### config.mk
export PLATFORM = sky130hd
export DESIGN_NAME = ws2812b_ring_driver
export DESIGN_NICKNAME = d
export VERILOG_FILES = /design/src/rtl/ws2812b_pkg.sv /design/src/rtl/ws2812b_bit_timer.sv /design/src/rtl/ws2812b_ring_driver.sv
export SDC_FILE = /design/constraint.sdc
export NUM_CORES = 1
export LEC_CHECK = 0
export BUFFER_PORTS_ARGS = -buffer_cell sky130_fd_sc_hd__buf_4
export CORE_UTILIZATION = 41
export CTS_CLUSTER_SIZE = 30
export DETAILED_ROUTE_END_ITERATION = 8
export PLACE_DENSITY = 0.7
export SLEW_MARGIN = 10
export SYNTH_ARGS = -nofsm -noshare
export SYNTH_HDL_FRONTEND = slang
export SYNTH_SLANG_ARGS = --single-unit
### constraint.sdc
create_clock -name clk -period 3.4 [get_ports clk]
set_clock_uncertainty 0.2 [all_clocks]
set_input_delay 1.02 -clock clk [delete_from_list [all_inputs] [get_ports clk]]
set_output_delay 1.02 -clock clk [all_outputs]
set_load 0.01 [all_outputs]
### src/rtl/ws2812b_pkg.sv
`default_nettype none
// ============================================================================
//  Module      : ws2812b_pkg
//  Description : Shared state encoding, default bit timing and GRB bit-field
//                positions for the WS2812B ring driver.
//  Revision    : 1.0 - initial release
// ============================================================================
package ws2812b_pkg;

    // Frame state encoding
    localparam int         c_ST_W     = 2;
    localparam logic [1:0] c_ST_IDLE  = 2'd0;
    localparam logic [1:0] c_ST_HIGH  = 2'd1;
    localparam logic [1:0] c_ST_LOW   = 2'd2;
    localparam logic [1:0] c_ST_LATCH = 2'd3;

    // Default ring geometry and timing (cycles of a 10 MHz clock)
    localparam int c_DEF_NUM_LEDS = 12;
    localparam int c_DEF_POS_W    = 4;
    localparam int c_DEF_T0H      = 4;
    localparam int c_DEF_T1H      = 8;
    localparam int c_DEF_TBIT     = 12;
    localparam int c_DEF_TRES     = 3000;

    // GRB word: G occupies the top byte and is sent first, B[0] is sent last
    localparam int c_G_MSB = 23;
    localparam int c_B_LSB = 0;

endpackage : ws2812b_pkg
`default_nettype wire

### src/rtl/ws2812b_bit_timer.sv
`default_nettype none
// ============================================================================
//  Module      : ws2812b_bit_timer
//  Description : Produces the waveform of one WS2812B bit. A go pulse starts
//                a TBIT-cycle bit whose high phase is T1H or T0H cycles.
//                bit_done is asserted in the final cycle of the bit so that a
//                following bit can start with no gap.
//  Revision    : 1.0 - initial release
// ============================================================================
module ws2812b_bit_timer
    import ws2812b_pkg::*;
#(
    parameter int T0H  = c_DEF_T0H,
    parameter int T1H  = c_DEF_T1H,
    parameter int TBIT = c_DEF_TBIT
) (
    input  logic clk,
    input  logic rst_n,
    input  logic go,
    input  logic bit_val,
    output logic line,
    output logic bit_done
);

    localparam int CNT_W = $clog2(TBIT);

    logic             r_active;
    logic [CNT_W-1:0] r_cnt;
    logic             r_bit;
    logic             r_line;

    logic             w_last;
    logic [CNT_W-1:0] w_cnt_inc;
    logic [CNT_W-1:0] w_high_len;

    // Last cycle of the bit and the high-phase length for the bit in flight
    always_comb begin
        w_last     = r_active && (r_cnt == CNT_W'(TBIT - 1));
        w_cnt_inc  = r_cnt + CNT_W'(1);
        w_high_len = r_bit ? CNT_W'(T1H) : CNT_W'(T0H);
    end

    // Cycle counter and registered line level; a new go takes priority so
    // back-to-back bits abut exactly
    always_ff @(posedge clk or negedge rst_n) begin
        if (!rst_n) begin
            r_active <= 1'b0;
            r_cnt    <= '0;
            r_bit    <= 1'b0;
            r_line   <= 1'b0;
        end else if (go) begin
            r_active <= 1'b1;
            r_cnt    <= '0;
            r_bit    <= bit_val;
            r_line   <= 1'b1;
        end else if (r_active) begin
            if (w_last) begin
                r_active <= 1'b0;
                r_line   <= 1'b0;
            end else begin
                r_cnt    <= w_cnt_inc;
                r_line   <= (w_cnt_inc < w_high_len);
            end
        end
    end

    assign line     = r_line;
    assign bit_done = w_last;

endmodule : ws2812b_bit_timer
`default_nettype wire

### src/rtl/ws2812b_ring_driver.sv
`default_nettype none
// ============================================================================
//  Module      : ws2812b_ring_driver
//  Description : Serialises one WS2812B frame for a ring of NUM_LEDS LEDs,
//                lighting only the LED at the latched position in the latched
//                GRB colour, followed by a TRES-cycle latch gap.
//  Revision    : 1.0 - initial release
// ============================================================================
module ws2812b_ring_driver
    import ws2812b_pkg::*;
#(
    parameter int NUM_LEDS = c_DEF_NUM_LEDS,
    parameter int POS_W    = c_DEF_POS_W,
    parameter int T0H      = c_DEF_T0H,
    parameter int T1H      = c_DEF_T1H,
    parameter int TBIT     = c_DEF_TBIT,
    parameter int TRES     = c_DEF_TRES
) (
    input  logic             clk,
    input  logic             rst_n,
    input  logic             start,
    input  logic [POS_W-1:0] position,
    input  logic [23:0]      colour,
    output logic             led_out,
    output logic             busy,
    output logic             done
);

    localparam int TMR_W = $clog2(TRES + 1);

    logic [c_ST_W-1:0] r_state;
    logic [c_ST_W-1:0] w_state_nxt;

    logic [POS_W-1:0]  r_pos;
    logic [23:0]       r_colour;
    logic [POS_W-1:0]  r_led_idx;
    logic [4:0]        r_bit_idx;
    logic [TMR_W-1:0]  r_tmr;
    logic              r_busy;
    logic              r_done;

    logic              w_start_ok;
    logic              w_line;
    logic              w_bit_done;
    logic              w_last_bit;
    logic              w_latch_end;
    logic              w_go;
    logic              w_go_bit;
    logic [POS_W-1:0]  w_nxt_led;
    logic [4:0]        w_nxt_bit;
    logic [POS_W-1:0]  w_src_pos;
    logic [23:0]       w_src_colour;

    // Bit waveform generator
    ws2812b_bit_timer #(
        .T0H  (T0H),
        .T1H  (T1H),
        .TBIT (TBIT)
    ) u_bit_timer (
        .clk      (clk),
        .rst_n    (rst_n),
        .go       (w_go),
        .bit_val  (w_go_bit),
        .line     (w_line),
        .bit_done (w_bit_done)
    );

    // Select the next bit to send; on a start the live inputs are used since
    // the latched copies only update at the same edge
    always_comb begin
        // A start in the done cycle is dropped so a frame ends cleanly
        w_start_ok  = (r_state == c_ST_IDLE) && start && !r_done;
        w_last_bit  = (r_bit_idx == 5'(c_B_LSB)) &&
                      (r_led_idx == POS_W'(NUM_LEDS - 1));
        w_latch_end = (r_state == c_ST_LATCH) && (r_tmr == TMR_W'(TRES - 1));
        w_go        = w_start_ok || (w_bit_done && !w_last_bit);

        w_src_pos    = w_start_ok ? position : r_pos;
        w_src_colour = w_start_ok ? colour   : r_colour;

        if (w_start_ok) begin
            w_nxt_led = '0;
            w_nxt_bit = 5'(c_G_MSB);
        end else if (r_bit_idx != 5'(c_B_LSB)) begin
            w_nxt_led = r_led_idx;
            w_nxt_bit = r_bit_idx - 5'd1;
        end else begin
            w_nxt_led = r_led_idx + POS_W'(1);
            w_nxt_bit = 5'(c_G_MSB);
        end

        // Out-of-range positions never match, giving an all-dark frame
        w_go_bit = (w_nxt_led == w_src_pos) ? w_src_colour[w_nxt_bit] : 1'b0;
    end

    // State register
    always_ff @(posedge clk or negedge rst_n) begin
        if (!rst_n) begin
            r_state <= c_ST_IDLE;
        end else begin
            r_state <= w_state_nxt;
        end
    end

    // Next-state logic; HIGH/LOW follow the line level reported by the timer
    always_comb begin
        w_state_nxt = r_state;
        case (r_state)
            c_ST_IDLE: begin
                if (w_start_ok) begin
                    w_state_nxt = c_ST_HIGH;
                end
            end
            c_ST_HIGH: begin
                if (w_bit_done) begin
                    w_state_nxt = w_last_bit ? c_ST_LATCH : c_ST_HIGH;
                end else if (!w_line) begin
                    w_state_nxt = c_ST_LOW;
                end
            end
            c_ST_LOW: begin
                if (w_bit_done) begin
                    w_state_nxt = w_last_bit ? c_ST_LATCH : c_ST_HIGH;
                end
            end
            c_ST_LATCH: begin
                if (w_latch_end) begin
                    w_state_nxt = c_ST_IDLE;
                end
            end
            default: begin
                w_state_nxt = c_ST_IDLE;
            end
        endcase
    end

    // Frame parameters, LED/bit counters, latch timer and status flags
    always_ff @(posedge clk or negedge rst_n) begin
        if (!rst_n) begin
            r_pos     <= '0;
            r_colour  <= '0;
            r_led_idx <= '0;
            r_bit_idx <= '0;
            r_tmr     <= '0;
            r_busy    <= 1'b0;
            r_done    <= 1'b0;
        end else begin
            r_done <= w_latch_end;

            if (w_start_ok) begin
                r_pos    <= position;
                r_colour <= colour;
                r_busy   <= 1'b1;
                r_tmr    <= '0;
            end

            if (w_go) begin
                r_led_idx <= w_nxt_led;
                r_bit_idx <= w_nxt_bit;
            end

            if (w_bit_done && w_last_bit) begin
                r_tmr <= '0;
            end else if (r_state == c_ST_LATCH) begin
                r_tmr <= r_tmr + TMR_W'(1);
            end

            if (w_latch_end) begin
                r_busy <= 1'b0;
            end
        end
    end

    assign led_out = w_line;
    assign busy    = r_busy;
    assign done    = r_done;

endmodule : ws2812b_ring_driver
`default_nettype wire
; Word level (Yosys, flattened, before mapping)
; Cells that the tools add are included.
[op_classes]
shift = 0
bitwise = 0
n_mux = 31
multipliers = 0
n_div = 0
add_sub_neg = 4
order_cmp = 2
eq_ne = 12
reduce_logical = 18
[op_table]
columns = cell, count
row1 = 2-to-1 mux 12 bit, 3
row2 = 2-to-1 mux 4 bit, 7
row3 = 2-to-1 mux 24 bit, 1
row4 = adder 12 x 1 -> 12 bit (second input constant), 1
row5 = == test 12 bit (second input constant), 1
row6 = 2-to-1 mux 2 bit, 6
row7 = 2-to-1 mux 1 bit, 10
row8 = 2-to-1 mux 5 bit, 2
row9 = adder 4 x 1 -> 4 bit (second input constant), 2
row10 = == test 4 bit (second input constant), 2
row11 = one-hot mux 2 bit (4 select lines), 1
row12 = logical AND 1 bit, 7
row13 = < comparator 5 x 6 -> 1 bit (second input constant), 1
row14 = inequality test 2 bit (second input constant), 3
row15 = binary-select mux 1 bit (select 5 bit), 1
row16 = zero test 5 bit, 1
row17 = nonzero test 5 bit, 1
row18 = subtractor 5 x 1 -> 5 bit (second input constant), 1
row19 = == test 2 bit (second input constant), 2
row20 = == test 4 bit, 1
row21 = < comparator 4 bit, 1
row22 = AND reduction 4 bit, 1
row23 = nonzero test 2 bit, 2
row24 = inequality test 3 bit (second input constant), 1
row25 = other kinds (7), 8
[totals]
inputBits = 31
ram_bits = 0
n_memories = 0
latch_bits = 0
mem_bits_ro = 0
register_bits = 60

; Logic depth before layout (Yosys ltp)
[depth]
ltp_word = 7
ltp_mapped = 11
depth_no_buf = 8

; Hierarchy
; From an unflattened synthesis, not the netlist that was laid out.
[unflattened]
cells_unflattened = 352
hier_area_um2 = 3233.1
[modules_own_cells]
columns = module, area_each_um2, cells_per_inst, n_inst, seq_area_each_um2
row1 = ws2812b_ring_driver, 2839.0, 313, 1, 1326.3
row2 = ws2812b_bit_timer, 394.1, 39, 1, 175.2

; Worst setup path after synthesis
; No wires, ideal clock.
[synth_timing]
path_kind = input to register
startpoint = input port start
endpoint = register u_bit_timer.r_bit
cell_stages = 7
arrival_ps = 2450
path_buffers = 1
setup_ps = 134
setup_slack_ps = 615
path_cell_list = nor4b_1 clkbuf_8 mux2_2 nand2_1 o211ai_1 a32oi_1 o211ai_1
[synth_via]
elab_chain_cells = 6
elab_cells_between_ends = 11
classes_between = 1 x eq/ne / 7 x mux / 3 x reduce/logical
[synth_rtl]
columns = element, line_no
row1 = from (decl), ws2812b_ring_driver.sv:21  ; input logic start,
row2 = logical AND 1 bit (2 in a row), ws2812b_ring_driver.sv:72  ; w_start_ok = (r_state == c_ST_IDLE) && start && !r_done;
row3 = 2-to-1 mux 24 bit, --
row4 = via w_src_colour[19], ws2812b_ring_driver.sv:52  ; logic [23:0] w_src_colour;
row5 = binary-select mux 1 bit (select 5 bit), ws2812b_ring_driver.sv:93  ; w_go_bit = (w_nxt_led == w_src_pos) ? w_src_colour[w_nxt_bit] : 1'b0;
row6 = 2-to-1 mux 1 bit (not written as such), ws2812b_ring_driver.sv:93
row7 = 2-to-1 mux 1 bit, ws2812b_ring_driver.sv:93
row8 = to (signal assigned), ws2812b_bit_timer.sv:54  ; r_bit <= bit_val;
row9 = to (decl), ws2812b_bit_timer.sv:29  ; logic r_bit;
; The timed path passes the listed nets, and every way through them passes these cells. The select of a mux whose other input is x is not followed.
; A chain may end at the register's enable or synchronous reset.

; Final worst setup path
[layout_timing]
startpoint = register r_bit_idx[1]
endpoint = register u_bit_timer.r_bit
[layout_via]
elab_chain_cells = 6
elab_cells_between_ends = 15
classes_between = 1 x add/sub / 1 x eq/ne / 7 x mux / 6 x reduce/logical
[layout_rtl]
columns = element, line_no
row1 = from (decl), ws2812b_ring_driver.sv:37  ; logic [4:0] r_bit_idx;
row2 = from (signal assigned), ws2812b_ring_driver.sv:159  ; r_bit_idx <= w_nxt_bit;
row3 = subtractor 5 x 1 -> 5 bit / nonzero test 5 bit (equally long branches), "ws2812b_ring_driver.sv:86, ws2812b_ring_driver.sv:84"
row4 = 2-to-1 mux 5 bit, ws2812b_ring_driver.sv:84  ; end else if (r_bit_idx != 5'(c_B_LSB)) begin
row5 = 2-to-1 mux 5 bit, ws2812b_ring_driver.sv:81  ; if (w_start_ok) begin
row6 = binary-select mux 1 bit (select 5 bit), ws2812b_ring_driver.sv:93
row7 = 2-to-1 mux 1 bit (not written as such), ws2812b_ring_driver.sv:93
row8 = 2-to-1 mux 1 bit, ws2812b_ring_driver.sv:93
; Several ways; a longest one is shown, not always the timed one. The select of a mux whose other input is x is not followed.

==> qor.tcl <==
set qor(cts.repair.resized) 0
set qor(cts_max_path_buffers) 2
set qor(fin_crit_ns) 2.988
set qor(gr-usage-all-layers_pct) 18.67
set qor(antenna_cells) 0
set qor(cts_root_buf) {clkbuf_8}
set qor(layout-drive-gt1-share_pct) 18.36
set qor(core.rowCount) 32
set qor(max_clock_freq_mhz) 334.6
set qor(met3RoutedLength_um) 266
set qor(endpoint_kind) {flip-flop}
set qor(main_combinational_cell_family_by_area_after_synthesis) {simple AND/OR/NAND/NOR gates}
set qor(maximum_ir_drop_on_the_vdd_rail_mv) 0.2922
set qor(synthTopCellsByArea) {dfrtp_1 46%, nand2_1 12%, nor2_1 3.2%}
set qor(initialDrtViolationCount) 170
set qor(routed.top_layer) {met4}
set qor(area_overhead_of_the_layout_relative_to_synthesis_pct) 16.93
set qor(synth_adder_area_share_pct) 1.933
set qor(cts_tree) {built}
set qor(critPathRequiredTime_ns) 3.45
set qor(avgSynthCellArea_um2) 8.917
set qor(fin_total_pwr_uw) 3117
set qor(cts_num_sinks) 60
set qor(syn-cell-area_um2) 3237
set qor(num_vias) 2657
set qor(final-setup-viol-count) 0
set qor(path_class) {flip-flop to flip-flop}
set qor(synth_enable_flop_cells) 0
set qor(pre_cts_slack_ns) 0.2646
set qor(wirelength_met1_um) 3399
set qor(met2_length_um) 3187
set qor(finalCritPeriodShare_pct) 87.89
set qor(first_global_vias) 2656
set qor(clkSlewWorstSetupHoldPaths_ns) 0.07
set qor(peak_per_stage_delay_on_the_critical_path_ns) 0.72
set qor(max-slew-margin-rel_pct) 50.05
set qor(grt_overflow_total) 0
set qor(synthesis.instances) 363
set qor(nets) 434
set qor(drt_pass1_iterations) 4
set qor(placeableCoreArea_um2) 7687
set qor(crit_family) {simple AND/OR/NAND/NOR gates}
set qor(ys_types) 56
set qor(route.antenna.remaining_nets) 0
set qor(reg2reg_from) {r_bit_idx[1]$_DFFE_PN0P_}
set qor(cts.hold.buffers_added) 0
set qor(post-route-worst-setup-slack_ns) 0.4116
set qor(min-delay-start) {r_colour[22]$_DFF_PN0_}
set qor(routed_via_density) 5.261
set qor(post_cts_buffers) 0
set qor(number_of_remaining_drc_errors) 0
set qor(crit_path_top_delay_cell) {or4b_1}
set qor(place.port_buffers) 33
set qor(boundaryPins) 34
set qor(crit_path_dat_ns) 3.04
set qor(status) {complete, no violations}
set qor(synthesis.nets) 399
set qor(drv.max_cap_violation_count) 0
set qor(post-synth-top-area-fraction_pct) 46.39
set qor(die_y_um) 90.85
set qor(setup.worst_path.start_class) {flip-flop}
set qor(clk_latency_ns) 0.33
set qor(htreeDepth) 3
set qor(grt_start_max_net_pins) 61
set qor(worst_pin_slew_ns) 0.7493
set qor(synth_xor_area_share_pct) 4.059
set qor(synth-async-reset-ratio_pct) 100.0
set qor(post-synth-top-area-cell) {dfrtp_1}
set qor(setup_repair_after_global_routing_missed_its_margin) {false}
set qor(crit_chain) {inv_1, ha_1, or4b_1, nand2_1, buf_4, a2111oi_0, a2111oi_0, o221ai_1, o211ai_1}
set qor(grt_first_pass_wirelength_um) 12410
set qor(critical_path.startpoint) {r_bit_idx[1]$_DFFE_PN0P_}
set qor(grt_antenna_before_repair) 0
set qor(path_max_fanout) 16
set qor(ys_dominant_reg_cell) {dfrtp_1}
set qor(critical_path_buf_inv_count) 2
set qor(powerDensity_nw_per_um2) 823.6
set qor(postRouteWirelength_um) 6931
set qor(power.leakage_uw) 0.001762
set qor(timing.setup.tns_ns) 0
set qor(worst_path_most_repeated_cell) {a2111oi_0}
set qor(yosys-mux-area-fraction_pct) 3.247
set qor(detailedPlacementHpwl_um) 4809
set qor(tritoncts_buffers) 9
set qor(die_x_um) 90.85
set qor(synth-seq-area-share_pct) 46.39
set qor(synth_commonest_cells) {107 x nand2_1, 60 x dfrtp_1, 28 x nor2_1, 20 x o21ai_0, 12 x nand3_1}
set qor(ys_warn_count) 0
set qor(post_synth_and_or_nand_nor_area_fraction_pct) 27.44
set qor(initial_utilization_pct) 42.11
set qor(synth-seq-cells) 60
set qor(route.detailed.wl_per_inst_um) 13.72
set qor(place_congestion) 0.8784
set qor(hold_viol) 0
set qor(drv_slew) 0
set qor(holdCritPathClass) {flip-flop to flip-flop}
set qor(die_area_um2) 8254
set qor(synth_compound_gate_area_share_pct) 12.60
set qor(synth_most_common_cell) {nand2_1}
per-stage QoR:
stage                     instance area, um2  utilization (%)  instances  hold slack (ns)
after floorplan                         3237                -        363           0.2324
after global placement                  3568            46.42        489           0.2441
after detailed placement                3568            46.42        489           0.2565
final                                   3785            49.24        505           0.2710
after global routing                    3785            49.24        505           0.2994
after CTS                               3785            49.24        505           0.2736
area by class of cell:
| cell class | instances | area [um2] |
|---|---|---|
| inverters | 6 | 22.52 |
| clock inverters | 5 | 75.07 |
| repair buffers | 42 | 315.3 |
| fillers | 763 | 3902 |
| clock buffers | 11 | 141.4 |
| multi-input cells | 279 | 1602 |
| flip-flops and latches | 60 | 1501 |
| well taps | 102 | 127.6 |
state kept, by name, indices dropped and copies added (netlist names):
register and flops:
u_bit_timer.line 1, r_colour 24, r_state 2, u_bit_timer.r_bit 1, busy 1, r_bit_idx 5
r_tmr 12, u_bit_timer.r_cnt 4, u_bit_timer.r_active 1, done 1, r_led_idx 4, r_pos 4
cell usage in the layout (no fill, tap or decap), drive strengths merged, types with 5 or more instances in the layout:
cell    instances
buf            42
ha              5
clkbuf         11
mux2i           6
xor2            6
dfrtp          60
a21oi           5
nand3          12
o21ai          21
nor3            6
and3            7
nand2         107
xnor2           9
inv             6
nor2           28
o211ai          5
path summary, 6_finish.rpt:
| kind | end | slack, ns | cells past startpoint |
|---|---|---|---|
| setup / recovery | u_bit_timer.r_bit$_DFFE_PN0P_ | 0.41 | 9 |
| hold / removal | r_colour[22]$_DFF_PN0_ | 0.27 | 2 |
| setup reg to reg | u_bit_timer.r_bit$_DFFE_PN0P_ | 0.41 | 9 |
| hold reg to reg | r_colour[22]$_DFF_PN0_ | 0.27 | 2 |
| max in group asynchronous | r_colour[6]$_DFF_PN0_ | 1.95 | 1 |
| min in group asynchronous | u_bit_timer.r_cnt[2]$_DFFE_PN0P_ | 0.55 | 1 |
worst register-to-register path, stage by stage, from the launching register on:
cell       delay [ns]
dfrtp_1          0.40
inv_1            0.06
ha_1             0.21
or4b_1           0.72
nand2_1          0.26
buf_4            0.21
a2111oi_0        0.12
a2111oi_0        0.43
o221ai_1         0.17
o211ai_1         0.12
metal layers:
layer | track usage [%] | vias to the layer above
met5 | 0 | -
met2 | 28.35 | 55
met4 | 7.407 | 0
li1 | - | 1328
met3 | 3.956 | 8
met1 | 26.01 | 1266
where the power goes:
part,leakage (uW),switching [uW],total [uW],internal (uW)
Combinational,0.000903,636,1160,527
Clock,0.000113,283,712,429
Sequential,0.000746,245,1240,997
cells by family (layout without fill, tap and decap cells):
group	Yosys count	count (layout)
XOR/XNOR	15	15
AO/OA/AOI/OAI	61	61
adder cells (fa/ha/maj)	5	5
flip-flops	60	60
buffers and inverters	24	64
multiplexers	10	10
AND/OR/NAND/NOR	188	188
No activity file was read; power rests on OpenSTA's default activity.
